### src/rtl/image_scale_engine.sv
// Power-of-two image scaler: NN / pixel-replicate / decimate / block-average from source RAM to frame buffer.
// Latency: per output pixel RD_LAT+3 (NN/DC), 4^s*(RD_LAT+1)+2 (BA); per source pixel RD_LAT+2+4^s (PR).
// Backpressure: none; read data is taken RD_LAT cycles after rd_en, writes are fire-and-forget.
//
// Ports: CLK/RESET (async active-high); enable/busy/done/error control handshake;
//        ALGORITHM, SCALE_LOG2, SRC_WIDTH, SRC_HEIGHT job config (latched in S_SETUP);
//        R_ADDR/rd_en/PIXEL_IN source read port; W_ADDR/wren_out/PIXEL_OUT destination write port.
// Optional macro IMAGE_SCALE_ROUND_EN: block average rounds half up instead of truncating.
module image_scale_engine #(
    parameter int PIX_W  = 8,
    parameter int SRC_AW = 15,
    parameter int DST_AW = 17,
    parameter int XW     = 11,
    parameter int YW     = 10,
    parameter int RD_LAT = 2
) (
    input  logic              CLK,
    input  logic              RESET,
    input  logic              enable,
    input  logic [1:0]        ALGORITHM,
    input  logic [1:0]        SCALE_LOG2,
    input  logic [XW-1:0]     SRC_WIDTH,
    input  logic [YW-1:0]     SRC_HEIGHT,
    input  logic [PIX_W-1:0]  PIXEL_IN,
    output logic [SRC_AW-1:0] R_ADDR,
    output logic              rd_en,
    output logic [PIX_W-1:0]  PIXEL_OUT,
    output logic [DST_AW-1:0] W_ADDR,
    output logic              wren_out,
    output logic              busy,
    output logic              done,
    output logic              error
);
    localparam int PW   = XW + YW + 4;          // wide enough for any coordinate product
    localparam int ACCW = PIX_W + 4;            // 16 samples of PIX_W bits
    localparam int WCW  = (RD_LAT > 1) ? $clog2(RD_LAT) : 1;

    localparam logic [1:0] ALG_NN = 2'b00;
    localparam logic [1:0] ALG_PR = 2'b01;
    localparam logic [1:0] ALG_DC = 2'b10;
    localparam logic [1:0] ALG_BA = 2'b11;

    typedef enum logic [2:0] {
        S_IDLE, S_SETUP, S_READ, S_WAIT, S_WRITE, S_UPDATE, S_DONE
    } state_t;

    state_t            state_q, state_d;
    logic [1:0]        alg_q, alg_d, s_q, s_d;
    logic [XW-1:0]     src_w_q, src_w_d;
    logic [YW-1:0]     src_h_q, src_h_d;
    logic [XW+1:0]     out_w_q, out_w_d, cur_x_q, cur_x_d;
    logic [YW+1:0]     out_h_q, out_h_d, cur_y_q, cur_y_d;
    logic [1:0]        sub_x_q, sub_x_d, sub_y_q, sub_y_d;
    logic [WCW-1:0]    wait_q, wait_d;
    logic [ACCW-1:0]   acc_q, acc_d;
    logic [PIX_W-1:0]  pix_q, pix_d;
    logic              err_q, err_d;

    // Setup-time geometry check, evaluated straight from the inputs.
    logic [XW+1:0]     set_w;
    logic [YW+1:0]     set_h;
    logic [PW-1:0]     area;
    logic              set_err;

    always_comb begin
        // ALGORITHM[1] separates the shrinking modes (DC/BA) from the growing ones (NN/PR).
        set_w   = ALGORITHM[1] ? ({2'b00, SRC_WIDTH} >> SCALE_LOG2) : ({2'b00, SRC_WIDTH} << SCALE_LOG2);
        set_h   = ALGORITHM[1] ? ({2'b00, SRC_HEIGHT} >> SCALE_LOG2) : ({2'b00, SRC_HEIGHT} << SCALE_LOG2);
        area    = PW'(set_w) * PW'(set_h);
        // area > 2^DST_AW  <=>  (area-1) has a bit at or above DST_AW (area is non-zero when it matters)
        set_err = (SCALE_LOG2 == 2'd3) || (SRC_WIDTH == '0) || (SRC_HEIGHT == '0) ||
                  (set_w == '0) || (set_h == '0) || (((area - PW'(1)) >> DST_AW) != '0);
    end

    // Walk geometry: PR walks the source raster, the other modes walk the output raster.
    logic [XW+1:0] walk_w;
    logic [YW+1:0] walk_h;
    logic [1:0]    bmax, sub_x_nx, sub_y_nx;
    logic          blk_last;

    always_comb begin
        walk_w   = (alg_q == ALG_PR) ? {2'b00, src_w_q} : out_w_q;
        walk_h   = (alg_q == ALG_PR) ? {2'b00, src_h_q} : out_h_q;
        bmax     = (s_q == 2'd0) ? 2'd0 : ((s_q == 2'd1) ? 2'd1 : 2'd3);
        blk_last = (sub_x_q == bmax) && (sub_y_q == bmax);
        if (sub_x_q == bmax) begin
            sub_x_nx = 2'd0;
            sub_y_nx = sub_y_q + 2'd1;
        end else begin
            sub_x_nx = sub_x_q + 2'd1;
            sub_y_nx = sub_y_q;
        end
    end

    // Source / destination coordinates and full-width linear addresses.
    logic [PW-1:0] cx, cy, rx, ry, wx, wy, rd_full, wr_full;

    always_comb begin
        cx = PW'(cur_x_q);
        cy = PW'(cur_y_q);
        rx = cx;
        ry = cy;
        wx = cx;
        wy = cy;
        case (alg_q)
            ALG_NN: begin
                rx = cx >> s_q;
                ry = cy >> s_q;
            end
            ALG_DC: begin
                rx = cx << s_q;
                ry = cy << s_q;
            end
            ALG_BA: begin
                rx = (cx << s_q) + PW'(sub_x_q);
                ry = (cy << s_q) + PW'(sub_y_q);
            end
            default: begin  // PR: one read, then the whole replicated block
                wx = (cx << s_q) + PW'(sub_x_q);
                wy = (cy << s_q) + PW'(sub_y_q);
            end
        endcase
        rd_full = ry * PW'(src_w_q) + rx;
        wr_full = wy * PW'(out_w_q) + wx;
    end

    // Block average: divide by 4^s with a shift by 2s.
    logic [2:0]       sh2;
    logic [ACCW-1:0]  rnd, acc_rnd;
    logic [PIX_W-1:0] ba_val;

    always_comb begin
        sh2 = {s_q, 1'b0};
`ifdef IMAGE_SCALE_ROUND_EN
        rnd = (s_q == 2'd0) ? '0 : (ACCW'(1) << (sh2 - 3'd1));
`else
        rnd = '0;
`endif
        acc_rnd = acc_q + rnd;
        ba_val  = PIX_W'(acc_rnd >> sh2);
    end

    assign rd_en     = (state_q == S_READ);
    assign wren_out  = (state_q == S_WRITE);
    assign busy      = (state_q != S_IDLE) && (state_q != S_DONE);
    assign done      = (state_q == S_DONE);
    assign error     = err_q;
    assign R_ADDR    = rd_en ? SRC_AW'(rd_full) : '0;
    assign W_ADDR    = wren_out ? DST_AW'(wr_full) : '0;
    assign PIXEL_OUT = wren_out ? ((alg_q == ALG_BA) ? ba_val : pix_q) : '0;

    always_comb begin
        state_d = state_q;
        alg_d   = alg_q;
        s_d     = s_q;
        src_w_d = src_w_q;
        src_h_d = src_h_q;
        out_w_d = out_w_q;
        out_h_d = out_h_q;
        cur_x_d = cur_x_q;
        cur_y_d = cur_y_q;
        sub_x_d = sub_x_q;
        sub_y_d = sub_y_q;
        wait_d  = wait_q;
        acc_d   = acc_q;
        pix_d   = pix_q;
        err_d   = err_q;
        case (state_q)
            S_IDLE: if (enable) state_d = S_SETUP;
            S_SETUP: begin
                alg_d   = ALGORITHM;
                s_d     = SCALE_LOG2;
                src_w_d = SRC_WIDTH;
                src_h_d = SRC_HEIGHT;
                out_w_d = set_w;
                out_h_d = set_h;
                cur_x_d = '0;
                cur_y_d = '0;
                sub_x_d = 2'd0;
                sub_y_d = 2'd0;
                acc_d   = '0;
                err_d   = set_err;
                state_d = set_err ? S_DONE : S_READ;
            end
            S_READ: begin
                wait_d  = '0;
                state_d = S_WAIT;
            end
            S_WAIT: begin
                if (wait_q == WCW'(RD_LAT - 1)) begin
                    if (alg_q == ALG_BA) begin
                        acc_d = acc_q + ACCW'(PIXEL_IN);
                        if (blk_last) begin
                            sub_x_d = 2'd0;
                            sub_y_d = 2'd0;
                            state_d = S_WRITE;
                        end else begin
                            sub_x_d = sub_x_nx;
                            sub_y_d = sub_y_nx;
                            state_d = S_READ;
                        end
                    end else begin
                        pix_d   = PIXEL_IN;
                        state_d = S_WRITE;
                    end
                end else begin
                    wait_d = wait_q + WCW'(1);
                end
            end
            S_WRITE: begin
                if (alg_q == ALG_BA) acc_d = '0;
                if ((alg_q == ALG_PR) && !blk_last) begin
                    sub_x_d = sub_x_nx;
                    sub_y_d = sub_y_nx;
                end else begin
                    sub_x_d = 2'd0;
                    sub_y_d = 2'd0;
                    state_d = S_UPDATE;
                end
            end
            S_UPDATE: begin
                state_d = S_READ;
                if (cur_x_q == walk_w - (XW+2)'(1)) begin
                    cur_x_d = '0;
                    if (cur_y_q == walk_h - (YW+2)'(1)) state_d = S_DONE;
                    else cur_y_d = cur_y_q + (YW+2)'(1);
                end else begin
                    cur_x_d = cur_x_q + (XW+2)'(1);
                end
            end
            S_DONE: begin
                if (!enable) begin
                    err_d   = 1'b0;
                    state_d = S_IDLE;
                end
            end
            default: state_d = S_IDLE;
        endcase
    end

    always_ff @(posedge CLK or posedge RESET) begin
        if (RESET) begin
            state_q <= S_IDLE;
            alg_q   <= '0;
            s_q     <= '0;
            src_w_q <= '0;
            src_h_q <= '0;
            out_w_q <= '0;
            out_h_q <= '0;
            cur_x_q <= '0;
            cur_y_q <= '0;
            sub_x_q <= '0;
            sub_y_q <= '0;
            wait_q  <= '0;
            acc_q   <= '0;
            pix_q   <= '0;
            err_q   <= 1'b0;
        end else begin
            state_q <= state_d;
            alg_q   <= alg_d;
            s_q     <= s_d;
            src_w_q <= src_w_d;
            src_h_q <= src_h_d;
            out_w_q <= out_w_d;
            out_h_q <= out_h_d;
            cur_x_q <= cur_x_d;
            cur_y_q <= cur_y_d;
            sub_x_q <= sub_x_d;
            sub_y_q <= sub_y_d;
            wait_q  <= wait_d;
            acc_q   <= acc_d;
            pix_q   <= pix_d;
            err_q   <= err_d;
        end
    end
endmodule

### config.mk
export PLATFORM = sky130hd
export DESIGN_NAME = image_scale_engine
export DESIGN_NICKNAME = d
export VERILOG_FILES = /design/src/rtl/image_scale_engine.sv
export SDC_FILE = /design/constraint.sdc
export NUM_CORES = 2
export LEC_CHECK = 0
export ABC_AREA = 1
export CORE_MARGIN = 8
export CORE_UTILIZATION = 65
export CTS_CLUSTER_SIZE = 20
export DETAILED_ROUTE_END_ITERATION = 8
export GPL_ROUTABILITY_DRIVEN = 0
export PLACE_DENSITY_LB_ADDON = 0.3
export SLEW_MARGIN = 0
export SYNTH_ARGS = -nofsm -noshare
export SYNTH_HDL_FRONTEND = slang
export SYNTH_SLANG_ARGS = --single-unit
### constraint.sdc
create_clock -name CLK -period 9.78 [get_ports CLK]
set_clock_uncertainty 0.15 [all_clocks]
set_input_delay 1.467 -clock CLK [delete_from_list [all_inputs] [get_ports CLK]]
set_output_delay 1.467 -clock CLK [all_outputs]
set_load 0.02 [all_outputs]
==> run metrics <==
Root Driver=clkbuf_16; most common cell in the netlist=nand2_1; worst path arrival time=7.87 ns; Synth area leader=fa_1; number of synthesized register bits=104; Crit Reg-Reg Endpoint=cur_y_q[2]; Inst Count DP=3925; met2 routed WL=33100 um; Area Overhead vs Synth=8.18%; Top FF cell, synth=dfrtp_1; Slew @ Worst Pin=1.19 ns; Hold Path End=out_h_q[8]; Routed WL=72100 um; Leak=13.5 nW; core box area=35700 sq um; CP Capture Type=output pin; share of layout cells above drive strength 1=6.65%; Largest delay share family, worst path=adder cells; initial cell density of the core=66.0%; failing checks=DRC; Max-cap violations=0; mean post-synth cell area=6.88 sq um; total track usage=34.5%; number of standard cells after synthesis=3418; worst skew pair latency=0.38 ns; post-synth top area share=25.8%; Post-DRT Antenna Nets=0; Netlist cell types=63; Worst-path clk slew=0.08 ns; Die ar.=42500 sq um; total gr overflow=0; # setup viols final=0; die height=206 um; Cell Pwr Density=103 nW/um^2; wire per inst=18.3 um; global-route wire length before repair=118000 um; required time worst endpoint=8.16 ns; number of global-route vias before repair=24000; largest net degree at the start of global routing=65; worst vdd ir=0.376 mV; startpoint types=flop; Rel. slew slack=20.4%; routed vias=23700; H-Tree Level Count=3; fmax=105 MHz; Crit Path Class=flop to output pin; met3 WL=7960 um; min-delay worst type=flop to flop; final hold viol count=0; unrepaired setup endpoints after global routing=true; Post-synth top cells=857 x nand2_1, 714 x inv_1, 313 x nor2_1; Design Power=2.62 mW; Post-synth ARST share=100%; Non-Filler Instances=3948; filler instances=2895; # port buffers=80; Total Nets Final=3986; largest cells by area after synthesis=fa_1 26%, nand2_1 14%, inv_1 11%, dfrtp_1 11%, ha_1 8.8%; top sig layer=met4; WP buf/inv=12; vias per inst=6.00; Setup crit start=s_q[0]; CTS tree=done; Final Max Tran Viols=0; num rows=69; # diodes=0; hold path depth=2; fin crit period=9.49 ns; post-route setup TNS=0 ns; die width=206 um; cells on worst reg2reg path=17; clk sinks=104; crit path max fanout=7; status=complete, but fails checks; DRT met1 WL=25900 um; Crit Reg-Reg Startpoint=alg_q[0]; design area=25500 sq um; CP most frequent cell=inv_1; residual DRC count=5; top-level I/O count=81; sequential area share after synthesis=11.1%; Worst path max stage delay=0.55 ns; clock buffer depth=2; Post-DP HPWL=57700 um; fin crit share=97.0%; critical path's slowest cell=fa_1; synthesis warning total=0; Pre-Repair DR Iteration Count=9; flop2flop setup slack=4.81 ns; Post-synth EDFFs=0; antenna violations before repair=0; DP Area=24900 sq um; Post-Synthesis Cell Area=23500 sq um; Hold Startpoint=out_h_q[8]; CTS Buf Count=9; initial detailed-routing violation count=2630
-- cell type report --
type,count,area (sq um),share of cell area (%)
clock inverter,6,108,0.423
tap,461,577,2.27
clock buffer,10,239,0.939
sequential,104,2600,10.2
multi-input combinational,2473,17800,69.9
inverter,745,2800,11.0
timing repair buffer,149,1340,5.24
-- state kept, by name (all words and copies together), names as in the netlist --
name,flops
out_h_q,12
pix_q,8
out_w_q,13
cur_y_q,12
sub_x_q,2
alg_q,2
error,1
cur_x_q,13
src_h_q,10
acc_q,12
s_q,2
sub_y_q,2
state_q,3
src_w_q,11
wait_q,1
-- report_power, final --
group | switching, mW | total [mW] | internal, mW
logic | 1.10 | 1.75 | 0.645
registers | 0.000950 | 0.432 | 0.431
clock network | 0.197 | 0.436 | 0.239
total | 1.30 | 2.62 | 1.31
-- what timing repair did --
item	in CTS	in global routing
hold buffers	0	0
cloned	0	0
setup endpoints to repair	4	12
gates resized for setup	8	50
buffers inserted	3	4
pin swaps	0	5
-- worst reg2reg max path: stages (launching register included) --
cell and delay [ns]:
dfrtp_1 0.54, nand2_4 0.25, buf_4 0.37, buf_4 0.52, o21ai_1 0.26, inv_1 0.13
ha_1 0.19, nand3_1 0.11, inv_1 0.11, nand3_1 0.18, nor3_1 0.26, xor2_1 0.19
nor3b_1 0.09, nand4_2 0.23, nor2_2 0.11, nor2_2 0.80, o21ai_1 0.17, and2_1 0.18
-- kinds of logic after synthesis --
kind of cell	synth area share, %
adder cells (fa/ha/maj)	34.6
AO/OA/AOI/OAI	11.6
XOR/XNOR	2.90
other	0.0319
buffers and inverters	14.0
multiplexers	0.431
AND/OR/NAND/NOR	25.4
flip-flops	11.1
-- through the flow --
stage	setup slack, ns	utilization (%)	hold WS [ns]
detailed placement	-0.00137	69.9	0.328
finish	0.290	71.4	0.344
global route	-0.258	71.4	0.374
floorplan	0.600	-	0.303
CTS	0.0167	70.9	0.346
global placement	0.132	69.9	0.318
-- placed cells by master, fill, tap and decap left out, types with 12 or more instances in the layout --
cell type | Yosys | layout
dfrtp_1 | 104 | 103
buf_4 | 2 | 70
or2_2 | 20 | 20
o21ai_0 | 181 | 178
o22ai_1 | 38 | 37
nor3_1 | 30 | 30
a21oi_1 | 92 | 89
ha_1 | 165 | 160
xor2_1 | 58 | 58
nor2_1 | 313 | 310
clkinv_1 | 12 | 12
nand3_1 | 142 | 139
o21ai_1 | 31 | 33
inv_2 | 19 | 26
nand4_1 | 31 | 31
a221oi_1 | 16 | 16
xnor2_1 | 20 | 20
clkdlybuf4s50_1 | 0 | 73
fa_1 | 303 | 302
nand2_1 | 857 | 852
nand2_2 | 13 | 16
o211ai_1 | 12 | 12
inv_1 | 714 | 704
o21ai_2 | 25 | 26
-- worst max-delay path by stage --
stage                            end  slack, ns  depth (start not counted)
after global routing      W_ADDR[15]      -0.26                         42
after global placement    W_ADDR[15]       0.13                         41
after floorplan           W_ADDR[15]       0.60                         44
after CTS                 W_ADDR[15]       0.02                         42
final                     W_ADDR[15]       0.29                         44
after detailed placement  W_ADDR[16]     -0.001                         38
-- routing by layer --
| metal | up-vias | track usage [%] |
|---|---|---|
| met3 | 432 | 6.96 |
| met2 | 1521 | 56.9 |
| met1 | 11100 | 41.1 |
| met4 | 0 | 21.8 |
| li1 | 10600 | - |
| met5 | - | 0 |
(Power assumes the default switching activity.)
